File: config.mk
export PLATFORM = sky130hd
export DESIGN_NAME = imm_move_sequencer_flat
export DESIGN_NICKNAME = d
export VERILOG_FILES = /design/src/rtl/imm_move_sequencer_if.sv /design/src/rtl/imm_move_sequencer.sv /design/src/flat_wrapper.sv
export SDC_FILE = /design/constraint.sdc
export NUM_CORES = 1
export LEC_CHECK = 0
export BUFFER_PORTS_ARGS = -buffer_cell sky130_fd_sc_hd__buf_2
export CORE_MARGIN = 5
export CORE_UTILIZATION = 30
export DETAILED_ROUTE_END_ITERATION = 8
export PLACE_DENSITY = 0.51
export SLEW_MARGIN = 20
export SYNTH_ARGS = -nofsm -noshare
export SYNTH_HDL_FRONTEND = slang
export SYNTH_SLANG_ARGS = --single-unit
File: constraint.sdc
create_clock -name CLK -period 3.2 [get_ports CLK]
set_clock_uncertainty 0.1 [all_clocks]
set_input_delay 0 -clock CLK [delete_from_list [all_inputs] [get_ports CLK]]
set_output_delay 0 -clock CLK [all_outputs]
set_load 0.005 [all_outputs]
File: src/rtl/imm_move_sequencer_if.sv
// Request/response stream bundle for imm_move_sequencer: a 64-bit constant plus Rd in,
// one 32-bit MOVZ/MOVK/MOVN word per beat out.
interface imm_move_sequencer_if;
    logic        in_valid;
    logic        in_ready;
    logic [63:0] Value;
    logic [4:0]  Rd;
    logic        out_valid;
    logic        out_ready;
    logic [31:0] Instruction;
    logic        out_last;
    logic        busy;

    modport slave (
        input  in_valid, Value, Rd, out_ready,
        output in_ready, out_valid, Instruction, out_last, busy
    );

    modport master (
        output in_valid, Value, Rd, out_ready,
        input  in_ready, out_valid, Instruction, out_last, busy
    );
endinterface

File: src/rtl/imm_move_sequencer.sv
// Turns a 64-bit constant and Rd into the shortest MOVZ/MOVK sequence, one word per beat.
// Define MOVN_INVERT_EN to start mostly-ones constants with MOVN instead of MOVZ.
module imm_move_sequencer #(
    parameter bit EMIT_ZERO_HW = 1'b0
) (
    input  logic                  CLK,
    input  logic                  resetl,
    imm_move_sequencer_if.slave   bus
);

    typedef enum logic {IDLE, EMIT} state_t;

    localparam logic [8:0] OPC_MOVZ = 9'b110100101;
    localparam logic [8:0] OPC_MOVK = 9'b111100101;
`ifdef MOVN_INVERT_EN
    localparam logic [8:0] OPC_MOVN = 9'b100100101;
`endif

    state_t      state_q, state_d;
    logic [63:0] val_q, val_d;
    logic [4:0]  rd_q, rd_d;
    logic [3:0]  rem_q, rem_d;
    logic [31:0] instr_q, instr_d;
    logic        vld_q, vld_d;
    logic        last_q, last_d;

    logic [3:0]  nz_mask;
    logic [3:0]  acc_mask;
    logic [3:0]  acc_rest;
    logic [1:0]  acc_idx;
    logic [15:0] acc_hw;
    logic        acc_inv;
    logic [1:0]  nxt_idx;
    logic [3:0]  nxt_rest;

    function automatic logic [15:0] halfword(input logic [63:0] v, input logic [1:0] i);
        logic [15:0] h;
        case (i)
            2'd0:    h = v[15:0];
            2'd1:    h = v[31:16];
            2'd2:    h = v[47:32];
            default: h = v[63:48];
        endcase
        return h;
    endfunction

    // An empty mask maps to index 0, which yields the MOVZ #0 / MOVN #0 single-word forms.
    function automatic logic [1:0] lowest_idx(input logic [3:0] m);
        logic [1:0] r;
        casez (m)
            4'b???1: r = 2'd0;
            4'b??10: r = 2'd1;
            4'b?100: r = 2'd2;
            4'b1000: r = 2'd3;
            default: r = 2'd0;
        endcase
        return r;
    endfunction

    function automatic logic [31:0] encode(input logic [8:0] opc, input logic [1:0] hw,
                                           input logic [15:0] imm, input logic [4:0] rd);
        return {opc, hw, imm, rd};
    endfunction

    always_comb begin
        acc_inv = 1'b0;
        for (int i = 0; i < 4; i++) begin
            nz_mask[i] = (bus.Value[16*i +: 16] != 16'h0000);
        end
`ifdef MOVN_INVERT_EN
        begin
            logic [3:0] nf_mask;
            for (int i = 0; i < 4; i++) begin
                nf_mask[i] = (bus.Value[16*i +: 16] != 16'hFFFF);
            end
            acc_inv = !EMIT_ZERO_HW && ($countones(~nf_mask) > $countones(~nz_mask));
            acc_mask = EMIT_ZERO_HW ? 4'b1111 : (acc_inv ? nf_mask : nz_mask);
        end
`else
        acc_mask = EMIT_ZERO_HW ? 4'b1111 : nz_mask;
`endif
        acc_idx  = lowest_idx(acc_mask);
        acc_hw   = halfword(bus.Value, acc_idx);
        acc_rest = acc_mask & ~(4'b0001 << acc_idx);
        nxt_idx  = lowest_idx(rem_q);
        nxt_rest = rem_q & ~(4'b0001 << nxt_idx);
    end

    always_comb begin
        state_d = state_q;
        val_d   = val_q;
        rd_d    = rd_q;
        rem_d   = rem_q;
        instr_d = instr_q;
        vld_d   = vld_q;
        last_d  = last_q;
        case (state_q)
            IDLE: begin
                if (bus.in_valid) begin
                    val_d   = bus.Value;
                    rd_d    = bus.Rd;
                    rem_d   = acc_rest;
                    instr_d = acc_inv ? encode(9'b100100101, acc_idx, ~acc_hw, bus.Rd)
                                      : encode(OPC_MOVZ, acc_idx, acc_hw, bus.Rd);
                    vld_d   = 1'b1;
                    last_d  = (acc_rest == 4'b0000);
                    state_d = EMIT;
                end
            end
            EMIT: begin
                // out_valid is always high in EMIT, so out_ready alone marks a transfer.
                if (bus.out_ready) begin
                    if (rem_q != 4'b0000) begin
                        instr_d = encode(OPC_MOVK, nxt_idx, halfword(val_q, nxt_idx), rd_q);
                        rem_d   = nxt_rest;
                        last_d  = (nxt_rest == 4'b0000);
                    end else begin
                        vld_d   = 1'b0;
                        last_d  = 1'b0;
                        state_d = IDLE;
                    end
                end
            end
        endcase
    end

    always_ff @(posedge CLK or negedge resetl) begin
        if (!resetl) begin
            state_q <= IDLE;
            rem_q   <= 4'b0000;
            instr_q <= 32'h0000_0000;
            vld_q   <= 1'b0;
            last_q  <= 1'b0;
        end else begin
            state_q <= state_d;
            rem_q   <= rem_d;
            instr_q <= instr_d;
            vld_q   <= vld_d;
            last_q  <= last_d;
        end
    end

    always_ff @(posedge CLK) begin
        val_q <= val_d;
        rd_q  <= rd_d;
    end

    assign bus.in_ready    = (state_q == IDLE);
    assign bus.busy        = (state_q != IDLE);
    assign bus.out_valid   = vld_q;
    assign bus.Instruction = instr_q;
    assign bus.out_last    = last_q;

endmodule

File: src/flat_wrapper.sv
// flat-port wrapper written by rule: the top's interface ports become plain ports
module imm_move_sequencer_flat 
#(
    parameter bit EMIT_ZERO_HW = 1'b0
)
  (CLK, resetl, bus_in_valid, bus_Value, bus_Rd, bus_out_ready, bus_in_ready, bus_out_valid, bus_Instruction, bus_out_last, bus_busy);
  imm_move_sequencer_if bus_i ();
  input  logic CLK;
  input  logic resetl;
  input wire logic [$bits(bus_i.in_valid)-1:0] bus_in_valid;
  input wire logic [$bits(bus_i.Value)-1:0] bus_Value;
  input wire logic [$bits(bus_i.Rd)-1:0] bus_Rd;
  input wire logic [$bits(bus_i.out_ready)-1:0] bus_out_ready;
  output wire logic [$bits(bus_i.in_ready)-1:0] bus_in_ready;
  output wire logic [$bits(bus_i.out_valid)-1:0] bus_out_valid;
  output wire logic [$bits(bus_i.Instruction)-1:0] bus_Instruction;
  output wire logic [$bits(bus_i.out_last)-1:0] bus_out_last;
  output wire logic [$bits(bus_i.busy)-1:0] bus_busy;
  assign bus_i.in_valid = bus_in_valid;
  assign bus_i.Value = bus_Value;
  assign bus_i.Rd = bus_Rd;
  assign bus_i.out_ready = bus_out_ready;
  assign bus_in_ready = bus_i.in_ready;
  assign bus_out_valid = bus_i.out_valid;
  assign bus_Instruction = bus_i.Instruction;
  assign bus_out_last = bus_i.out_last;
  assign bus_busy = bus_i.busy;
  imm_move_sequencer #(.EMIT_ZERO_HW(EMIT_ZERO_HW)) u_core (.CLK(CLK), .resetl(resetl), .bus(bus_i));
endmodule
==> out/results.tsv, run 1 <==
metric	value	unit
wire per inst	19.5	um
commonest non-fill, non-tap cell in the layout	buf_2	
Starting Density	30.2	%
final std cells w/o fill	776	
Setup CP Type	in -> reg	
fin crit period	2750	ps
# clock sinks	101	
CP Max Fanout	9	
Final Hold Violating Endpoints	0	
full die area	0.0184	mm2
Slew Viols, Final	0	
largest family of logic cells by synthesized area	compound AO/OA/AOI/OAI gates	
sequential area share after synthesis	60.5	%
Residual DRC	0	
period utilisation layout	85.9	%
vias in the first global route	3967	
Synth Area in Compound Gates	18.8	%
Congestion Overflow GR	0	
Simple-Gate Fraction of Synth Area	10.1	%
# rows	46	
core box area	0.0157	mm2
clock-pin slew on the worst setup and hold paths	70	ps
worst vdd ir	0.306	mV
DRT antenna net count	0	
Synth Instances	391	
TritonCTS clock tree	done	
Cell variety after synth	48	
crit start category	input port	
Clock Tree Root	clkbuf_16	
GRT Util Overall	16.6	%
Lkg Pwr	0.00241	uW
first-pass GRT wire length	23100	um
htree depth	3	
Fillers	1510	
vias per inst	5.18	
IO Port Bufs	105	
Post-CTS Setup Inserts	0	
async set-reset flop share out of synthesis	31.7	%
most frequent cells in the layout	105 x buf_2, 73 x dlygate4sd3_1, 69 x edfxtp_1	
CTS buffer count	9	
mux contribution to synthesized area	5.14	%
synth top area cells	edfxtp_1 44%, dfrtp_1 17%, a21oi_1 4.5%	
average cell area after synthesis	12.1	um2
Synth Area in XOR/XNOR	0.185	%
status	complete, no violations	
Rel. slew slack	42.6	%
post-synth top area cell	edfxtp_1	
Adder-Cell Fraction of Synth Area	0.211	%
Die W	136	um
worst skew pair latency	350	ps
Pwr Density	799	mW/mm2
Post-synth EDFFs	69	
GPL Wtd Cong	0.805	
worst hold path class	in -> async	
pin count of the biggest net entering global routing	48	
Vias	4016	
Synth warnings	0	
I/O Pins	109	
Least-Margin Pin Slew	861	ps
1st-pass router iterations	5	
synthesis-stage register bit count	101	
first-iteration detailed-routing DRC count	261	
Max Buffers Root-to-Sink	2	
DP HPWL	9920	um
Max Clk Rate	0.364	GHz
WHS	205	ps
Max Cap Viol	0	
drt total wl	15200	um
setup total negative slack	0	ps
final net count	628	
Storage cell area	0.00287	mm2
Finish-stage setup viols	0	
CP arrival	2940	ps
fraction of layout cells with a size suffix above 1	26.6	%
Layout area overhead	36.2	%
post-synth top area share	43.6	%
area of the multi-input gates	0.00165	mm2
initial antenna violation count	0	
placed cells	687	
Antenna Cells	0	
CP required	3390	ps
Top FF cell, synth	edfxtp_1	
RSZ-0062 raised after global routing	false	
Die H	136	um
nature of the critical path endpoint	flip-flop	
synthesized area	0.00475	mm2
-- final cells by class --
type	count	share of cell area, %
clock buffers	12	3.97
clock inverters	4	1.08
inverters	4	0.290
multi-input cells	251	25.5
flip-flops and latches	101	44.4
well taps	216	4.18
repair buffers	188	20.6
-- synth_stat cells (all sizes together) (2+ instances only) --
cell type and n:
or2 3, nand3 2, nand2 24, mux2i 6
a221o 16, clkbuf 14, edfxtp 69, a21oi 43
buf 23, a32oi 16, o21ai 34, nand4 4
a32o 2, and4 2, nor2 13, dfrtp 32
inv 4, nor4 16, mux2 16, o211ai 16
nand2b 18
-- power breakdown --
group / internal [uW] / switching (uW)
Combinational: 893 / 1150
Sequential: 1770 / 150
Clock: 726 / 480
Total: 3390 / 1780
-- flip-flops by register name, summed over array words and instances, names as in the netlist --
register / flops
u_core.bus.Instruction: 25
u_core.bus.busy: 1
u_core.bus.out_last: 1
u_core.bus.out_valid: 1
u_core.rd_q: 5
u_core.rem_q: 4
u_core.val_q: 64
-- logic make-up (layout without fill, tap and decap cells) --
kind of cell / Yosys count / after routing
buffers and inverters: 41 / 208
and+or+nand+nor: 89 / 89
muxes: 22 / 22
DFF: 101 / 101
other: 1 / 3
AOI/OAI and AO/OA: 135 / 135
xor gates and xnor gates: 1 / 1
adders and majority gates: 1 / 1
-- worst paths after layout --
kind                                                        start                                      to  slack, ps  depth (start not counted)
setup / recovery                                    bus_Value[24]  u_core.bus.Instruction[20]$_DFFE_PN0P_        450                          8
hold / removal                                             resetl  u_core.bus.Instruction[10]$_DFFE_PN0P_        200                          2
setup reg to reg                      u_core.rem_q[1]$_DFFE_PN0P_   u_core.bus.Instruction[5]$_DFFE_PN0P_        630                          5
hold reg to reg            u_core.bus.Instruction[22]$_DFFE_PN0P_  u_core.bus.Instruction[22]$_DFFE_PN0P_        390                          1
max in group asynchronous                                  resetl  u_core.bus.Instruction[19]$_DFFE_PN0P_       2260                          2
min in group CLK                                        bus_Rd[4]                u_core.rd_q[4]$_DFFE_PP_        280                          2
-- critical path: stages --
cell,delay [ps]
dlygate4sd3_1,530
buf_2,140
nor4_1,530
nand4_1,360
nand4b_1,300
nor2_1,600
buf_4,300
a221o_1,170
-- what timing repair did --
item / in CTS / in global routing
resized for setup: 0 / 0
hold buffers: 73 / 0
setup endpoints to repair: 0 / 0
endpoints found under the hold margin: 127 / 0
-- stage by stage --
step | utilization (%) | power (uW) | setup WS, ps | cell area (um2)
2_1_floorplan | - | 3270 | 105 | 4760
3_3_place_gp | 34.4 | 3890 | 692 | 5410
3_5_place_dp | 34.4 | 3910 | 669 | 5410
4_1_cts | 41.1 | 5200 | 481 | 6460
5_1_grt | 41.1 | 5460 | 385 | 6460
6_report | 41.1 | 5160 | 450 | 6460
-- per-layer routing --
layer  vias to the layer above  GRT usage (%)  part of all wire (%)  routed length, um
met2                       148           27.2                    49               7420
met1                      1993           22.3                    45               6760
met4                         0           6.27                   1.8                272
li1                       1857              -                     -                  -
met5                         -              0                     0                  0
met3                        18           2.38                   4.7                710
No activity file was read; power rests on OpenSTA's default activity.
==> run 2: changes to the inputs <==
PLACE_DENSITY = 0.62   (was 0.51)
==> out/results.tsv, run 2 (synthesis results as in run 1) <==
metric	value	unit	change
status	complete, no violations		unchanged
Least-Margin Pin Slew	859	ps	was 861 ps
Die H	136	um	unchanged
Congestion Overflow GR	0		unchanged
final net count	629		was 628
area of the multi-input gates	0.00165	mm2	unchanged
worst vdd ir	0.433	mV	was 0.306 mV
GRT Util Overall	16.0	%	was 16.6%
wire per inst	19.1	um	was 19.5 um
Antenna Cells	0		unchanged
first-iteration detailed-routing DRC count	335		was 261
Starting Density	30.2	%	unchanged
drt total wl	14800	um	was 15200 um
DP HPWL	10100	um	was 9920 um
fin crit period	2950	ps	was 2750 ps
Largest register FFs	64		unchanged
RSZ-0062 raised after global routing	false		unchanged
Layout area overhead	36.0	%	was 36.2%
CP Cell Sequence	dlygate4sd3_1 -> buf_2 -> nor4_1 -> and4_1 -> nand4b_1 -> and2_1 -> a221o_1		was dlygate4sd3_1 -> buf_2 -> nor4_1 -> nand4_1 -> nand4b_1 -> nor2_1 -> buf_4 -> a221o_1
Pwr Density	785	mW/mm2	was 799 mW/mm2
pin count of the biggest net entering global routing	68		was 48
full die area	0.0184	mm2	unchanged
worst hold path class	in -> async		unchanged
most frequent cells in the layout	105 x buf_2, 73 x dlygate4sd3_1, 69 x edfxtp_1		unchanged
DRT antenna net count	0		unchanged
critical path's slowest cell	nor4_1		was nor2_1
GPL Wtd Cong	0.852		was 0.805
CP required	3320	ps	was 3390 ps
placed cells	688		was 687
Lkg Pwr	0.00240	uW	was 0.00241 uW
Worst path max stage delay	750	ps	was 600 ps
nature of the critical path endpoint	flip-flop		unchanged
Slew Viols, Final	0		unchanged
vias per inst	5.19		was 5.18
Residual DRC	0		unchanged
Max Cap Viol	0		unchanged
commonest non-fill, non-tap cell in the layout	buf_2		unchanged
vias in the first global route	4058		was 3967
Max Buffers Root-to-Sink	2		unchanged
post-cts gate resize count	0		unchanged
Storage cell area	0.00287	mm2	unchanged
first-pass GRT wire length	22700	um	was 23100 um
Finish-stage setup viols	0		unchanged
Die W	136	um	unchanged
Clock Tree Root	clkbuf_16		unchanged
largest reg by FF count	u_core.val_q		unchanged
final std cells w/o fill	777		was 776
Max Clk Rate	0.339	GHz	was 0.364 GHz
# rows	46		unchanged
TritonCTS clock tree	done		unchanged
Fillers	1501		was 1510
IO Port Bufs	105		unchanged
clock-pin slew on the worst setup and hold paths	70	ps	about the same
setup total negative slack	0	ps	unchanged
worst skew pair latency	340	ps	was 350 ps
Setup CP Type	in -> reg		unchanged
Vias	4035		was 4016
CP arrival	3070	ps	was 2940 ps
crit start category	input port		unchanged
core box area	0.0157	mm2	unchanged
CP Max Fanout	17		was 9
CTS buffer count	9		unchanged
initial antenna violation count	0		unchanged
Rel. slew slack	42.2	%	was 42.6%
1st-pass router iterations	5		unchanged
Post-CTS Setup Inserts	0		unchanged
period utilisation layout	92.2	%	was 85.9%
Final Hold Violating Endpoints	0		unchanged
# clock sinks	101		unchanged
htree depth	3		unchanged
fraction of layout cells with a size suffix above 1	26.7	%	was 26.6%
I/O Pins	109		unchanged
==> run 2: changes by cell type in the layout (fill, tap and decap cells not counted) <==
cell | before | now
clkbuf_8 | 2 | 0
clkinvlp_4 | 1 | 3
buf_4 | 10 | 11
bufinv_16 | 2 | 1
clkbuf_16 | 9 | 10
clkinv_2 | 2 | 1
inv_4 | 0 | 1
==> run 2: what timing repair did <==
action                                  CTS  global route
endpoints found under the setup margin    0             0
endpoints found under the hold margin   126             0
hold buffers                             73             0
==> run 2: area by class of cell <==
| class | count | share of cell area [%] |
|---|---|---|
| Clock buffer | 11 | 3.93 |
| Clock inverter | 5 | 0.872 |
| Inverter | 4 | 0.291 |
| Multi-Input combinational cell | 251 | 25.5 |
| Sequential cell | 101 | 44.5 |
| Tap cell | 216 | 4.19 |
| Timing Repair Buffer | 189 | 20.7 |
==> run 2: worst paths after layout <==
| kind | depth (start not counted) | slack, ps | from | endpoint |
|---|---|---|---|---|
| worst max-delay path | 7 | 250 | bus_Value[11] | u_core.bus.Instruction[9]$_DFFE_PN0P_ |
| worst min-delay path | 2 | 190 | resetl | u_core.bus.out_valid$_DFFE_PN0P_ |
| worst max register to register | 6 | 660 | u_core.bus.busy$_DFF_PN0_ | u_core.bus.out_last$_DFFE_PN0P_ |
| worst min register to register | 1 | 420 | u_core.bus.Instruction[22]$_DFFE_PN0P_ | u_core.bus.Instruction[22]$_DFFE_PN0P_ |
| max in group asynchronous | 2 | 2300 | resetl | u_core.bus.Instruction[18]$_DFFE_PN0P_ |
| min in group CLK | 2 | 290 | bus_Rd[4] | u_core.rd_q[4]$_DFFE_PP_ |
==> run 2: per-layer routing <==
layer	vias up	global-route usage [%]	wire length (um)	share of wire [%]
met2	186	26.0	7150	48
met5	-	0	0	0
met3	28	2.67	850	5.7
met4	0	6.27	394	2.7
met1	1971	21.4	6410	43
li1	1850	-	-	-
==> run 2: where the power goes <==
part / internal [uW] / switching, uW
Sequential: 1770 / 164
Clock: 653 / 466
Combinational: 892 / 1120
Total: 3320 / 1750
==> run 2: stage by stage <==
step	setup WS [ps]	total power, uW	util, %	hold WS (ps)	cell area (um2)
after floorplan	105	3270	-	-396	4760
after global placement	597	3840	34.5	30.9	5420
after detailed placement	500	3900	34.5	39.6	5420
after CTS	301	5100	41.1	219	6460
after global routing	170	5390	41.1	271	6460
final	251	5070	41.1	190	6460
==> run 2: worst max-delay path: cells and delay by family <==
family,cells,cell delay [ps]
AND/OR/NAND/NOR,4,1930
buffers and inverters,2,680
AO/OA/AOI/OAI,1,450
==> run 3: changes to the inputs <==
REMOVE_ABC_BUFFERS = 1   (was not set)
==> out/results.tsv, run 3 (synthesis results as in run 1) <==
metric	value	unit	change
most frequent cells in the layout	105 x buf_2, 73 x dlygate4sd3_1, 69 x edfxtp_1		unchanged
GRT Util Overall	16.1	%	was 16.0%
Finish-stage setup viols	0		unchanged
vias in the first global route	4011		was 4058
Worst path max stage delay	780	ps	was 750 ps
Post-CTS Setup Inserts	0		unchanged
fin crit period	2690	ps	was 2950 ps
post-cts gate resize count	0		unchanged
first-pass GRT wire length	22700	um	about the same
period utilisation layout	84.1	%	was 92.2%
crit start category	input port		unchanged
I/O Pins	109		unchanged
# clock sinks	101		unchanged
Clock Tree Root	clkbuf_16		unchanged
pin count of the biggest net entering global routing	73		was 68
clock-pin slew on the worst setup and hold paths	70	ps	about the same
CP Cell Sequence	dlygate4sd3_1 -> buf_2 -> nor4_1 -> nand4_1 -> nand4b_1 -> and2_1 -> a221o_1		was dlygate4sd3_1 -> buf_2 -> nor4_1 -> and4_1 -> nand4b_1 -> and2_1 -> a221o_1
DP HPWL	9580	um	was 10100 um
final std cells w/o fill	774		was 777
# hold bufs at CTS	73		unchanged
first-iteration detailed-routing DRC count	285		was 335
htree depth	3		unchanged
largest reg by FF count	u_core.val_q		unchanged
status	complete, no violations		unchanged
CP arrival	2880	ps	was 3070 ps
worst path bufs/invs	2		unchanged
setup total negative slack	0	ps	unchanged
Antenna Cells	0		unchanged
# rows	46		unchanged
Final Hold Violating Endpoints	0		unchanged
nature of the critical path endpoint	flip-flop		unchanged
Comb pwr share	40.2	%	was 39.8%
final net count	626		was 629
CP required	3390	ps	was 3320 ps
Starting Density	30.2	%	unchanged
RSZ-0062 raised after global routing	false		unchanged
Lkg Pwr	0.00240	uW	about the same
vias per inst	5.18		was 5.19
Max Cap Viol	0		unchanged
Layout area overhead	35.3	%	was 36.0%
wire per inst	18.8	um	was 19.1 um
Clk pwr share	21.2	%	was 22.1%
DRT antenna net count	0		unchanged
placed cells	685		was 688
Residual DRC	0		unchanged
Switching Fraction	35.2	%	was 34.6%
Rel. slew slack	36.5	%	was 42.2%
Max Clk Rate	0.372	GHz	was 0.339 GHz
sequential share of power	38.5	%	was 38.2%
critical path's slowest cell	and2_1		was nor4_1
Max Buffers Root-to-Sink	2		unchanged
worst skew pair latency	350	ps	was 340 ps
worst vdd ir	0.343	mV	was 0.433 mV
Int Pwr	3250	uW	was 3320 uW
Largest register FFs	64		unchanged
initial antenna violation count	0		unchanged
Congestion Overflow GR	0		unchanged
delay-heaviest family, CP	simple AND/OR/NAND/NOR gates		unchanged
full die area	0.0184	mm2	unchanged
Slew Viols, Final	0		unchanged
IO Port Bufs	105		unchanged
GPL Wtd Cong	0.806		was 0.852
core box area	0.0157	mm2	unchanged
CP Max Fanout	17		unchanged
worst reg2reg path depth	5		was 6
worst hold path class	in -> async		unchanged
NetSw	1760	uW	was 1750 uW
commonest non-fill, non-tap cell in the layout	buf_2		unchanged
Least-Margin Pin Slew	952	ps	was 859 ps
Setup CP Type	in -> reg		unchanged
TritonCTS clock tree	done		unchanged
Pwr Density	780	mW/mm2	was 785 mW/mm2
CP Depth	7		unchanged
Vias	4010		was 4035
fraction of layout cells with a size suffix above 1	26.5	%	was 26.7%
Die H	136	um	unchanged
Die W	136	um	unchanged
CTS buffer count	9		unchanged
1st-pass router iterations	5		unchanged
drt total wl	14600	um	was 14800 um
-- run 3: cell types whose count changed in the layout (fill, tap and decap cells not counted), sizes merged --
cell,delta
buf,-3
clkinvlp,-3
clkinv,+2
inv,+2
bufinv,-1
-- run 3: routing by layer --
| metal | track usage (%) | wire, um | up-vias |
|---|---|---|---|
| met3 | 4.31 | 1250 | 38 |
| met2 | 25.8 | 6880 | 202 |
| met4 | 5.99 | 410 | 0 |
| met5 | 0 | 0 | - |
| met1 | 21.0 | 6010 | 1924 |
| li1 | - | - | 1846 |
-- run 3: worst paths after layout --
path                                                              from                                      to  slack [ps]
min in group CLK                                         bus_Value[49]              u_core.val_q[49]$_DFFE_PP_         280
worst max register to register             u_core.rem_q[2]$_DFFE_PN0P_  u_core.bus.Instruction[10]$_DFFE_PN0P_         700
max in group asynchronous                                       resetl  u_core.bus.Instruction[29]$_DFFE_PN0P_        2290
worst min-delay path                                            resetl   u_core.bus.Instruction[3]$_DFFE_PN0P_         190
worst min register to register  u_core.bus.Instruction[22]$_DFFE_PN0P_  u_core.bus.Instruction[22]$_DFFE_PN0P_         390
worst max-delay path                                     bus_Value[51]  u_core.bus.Instruction[20]$_DFFE_PN0P_         510
-- run 3: area by class of cell --
class	count	area, um2
fill	1507	9290
sequential	101	2870
multi-input combinational	251	1650
timing repair buffer	186	1330
tap	216	270
clock buffer	11	253
clock inverter	5	40.0
inverter	4	15.0
-- run 3: power groups by stage --
| stage | sequential [uW] | combinational (uW) | clock, uW |
|---|---|---|---|
| CTS | 1930 | 2020 | 1090 |
| floorplan | 1990 | 1130 | 0 |
| detailed placement | 1960 | 1930 | 0 |
| global route | 1970 | 2210 | 1140 |
| finish | 1930 | 2020 | 1060 |
| global placement | 1950 | 1890 | 0 |
-- run 3: worst register-to-register path: stages (launching register included) --
cell,delay [ps]
dfrtp_1,500
or4b_1,870
o21ai_0,300
a21oi_1,60
mux2_1,300
a221o_1,260
-- run 3: metrics by stage --
stage                     hold WS [ps]  total power [uW]  setup slack, ps  cell area [um2]  util [%]
after floorplan                   -396              3130             -990             4530         -
after global placement            63.1              3840              705             5400      34.4
after detailed placement          54.0              3880              675             5400      34.4
after CTS                          222              5040              488             6420      40.9
after global routing               273              5320              258             6420      40.9
final                              188              5010              509             6420      40.9
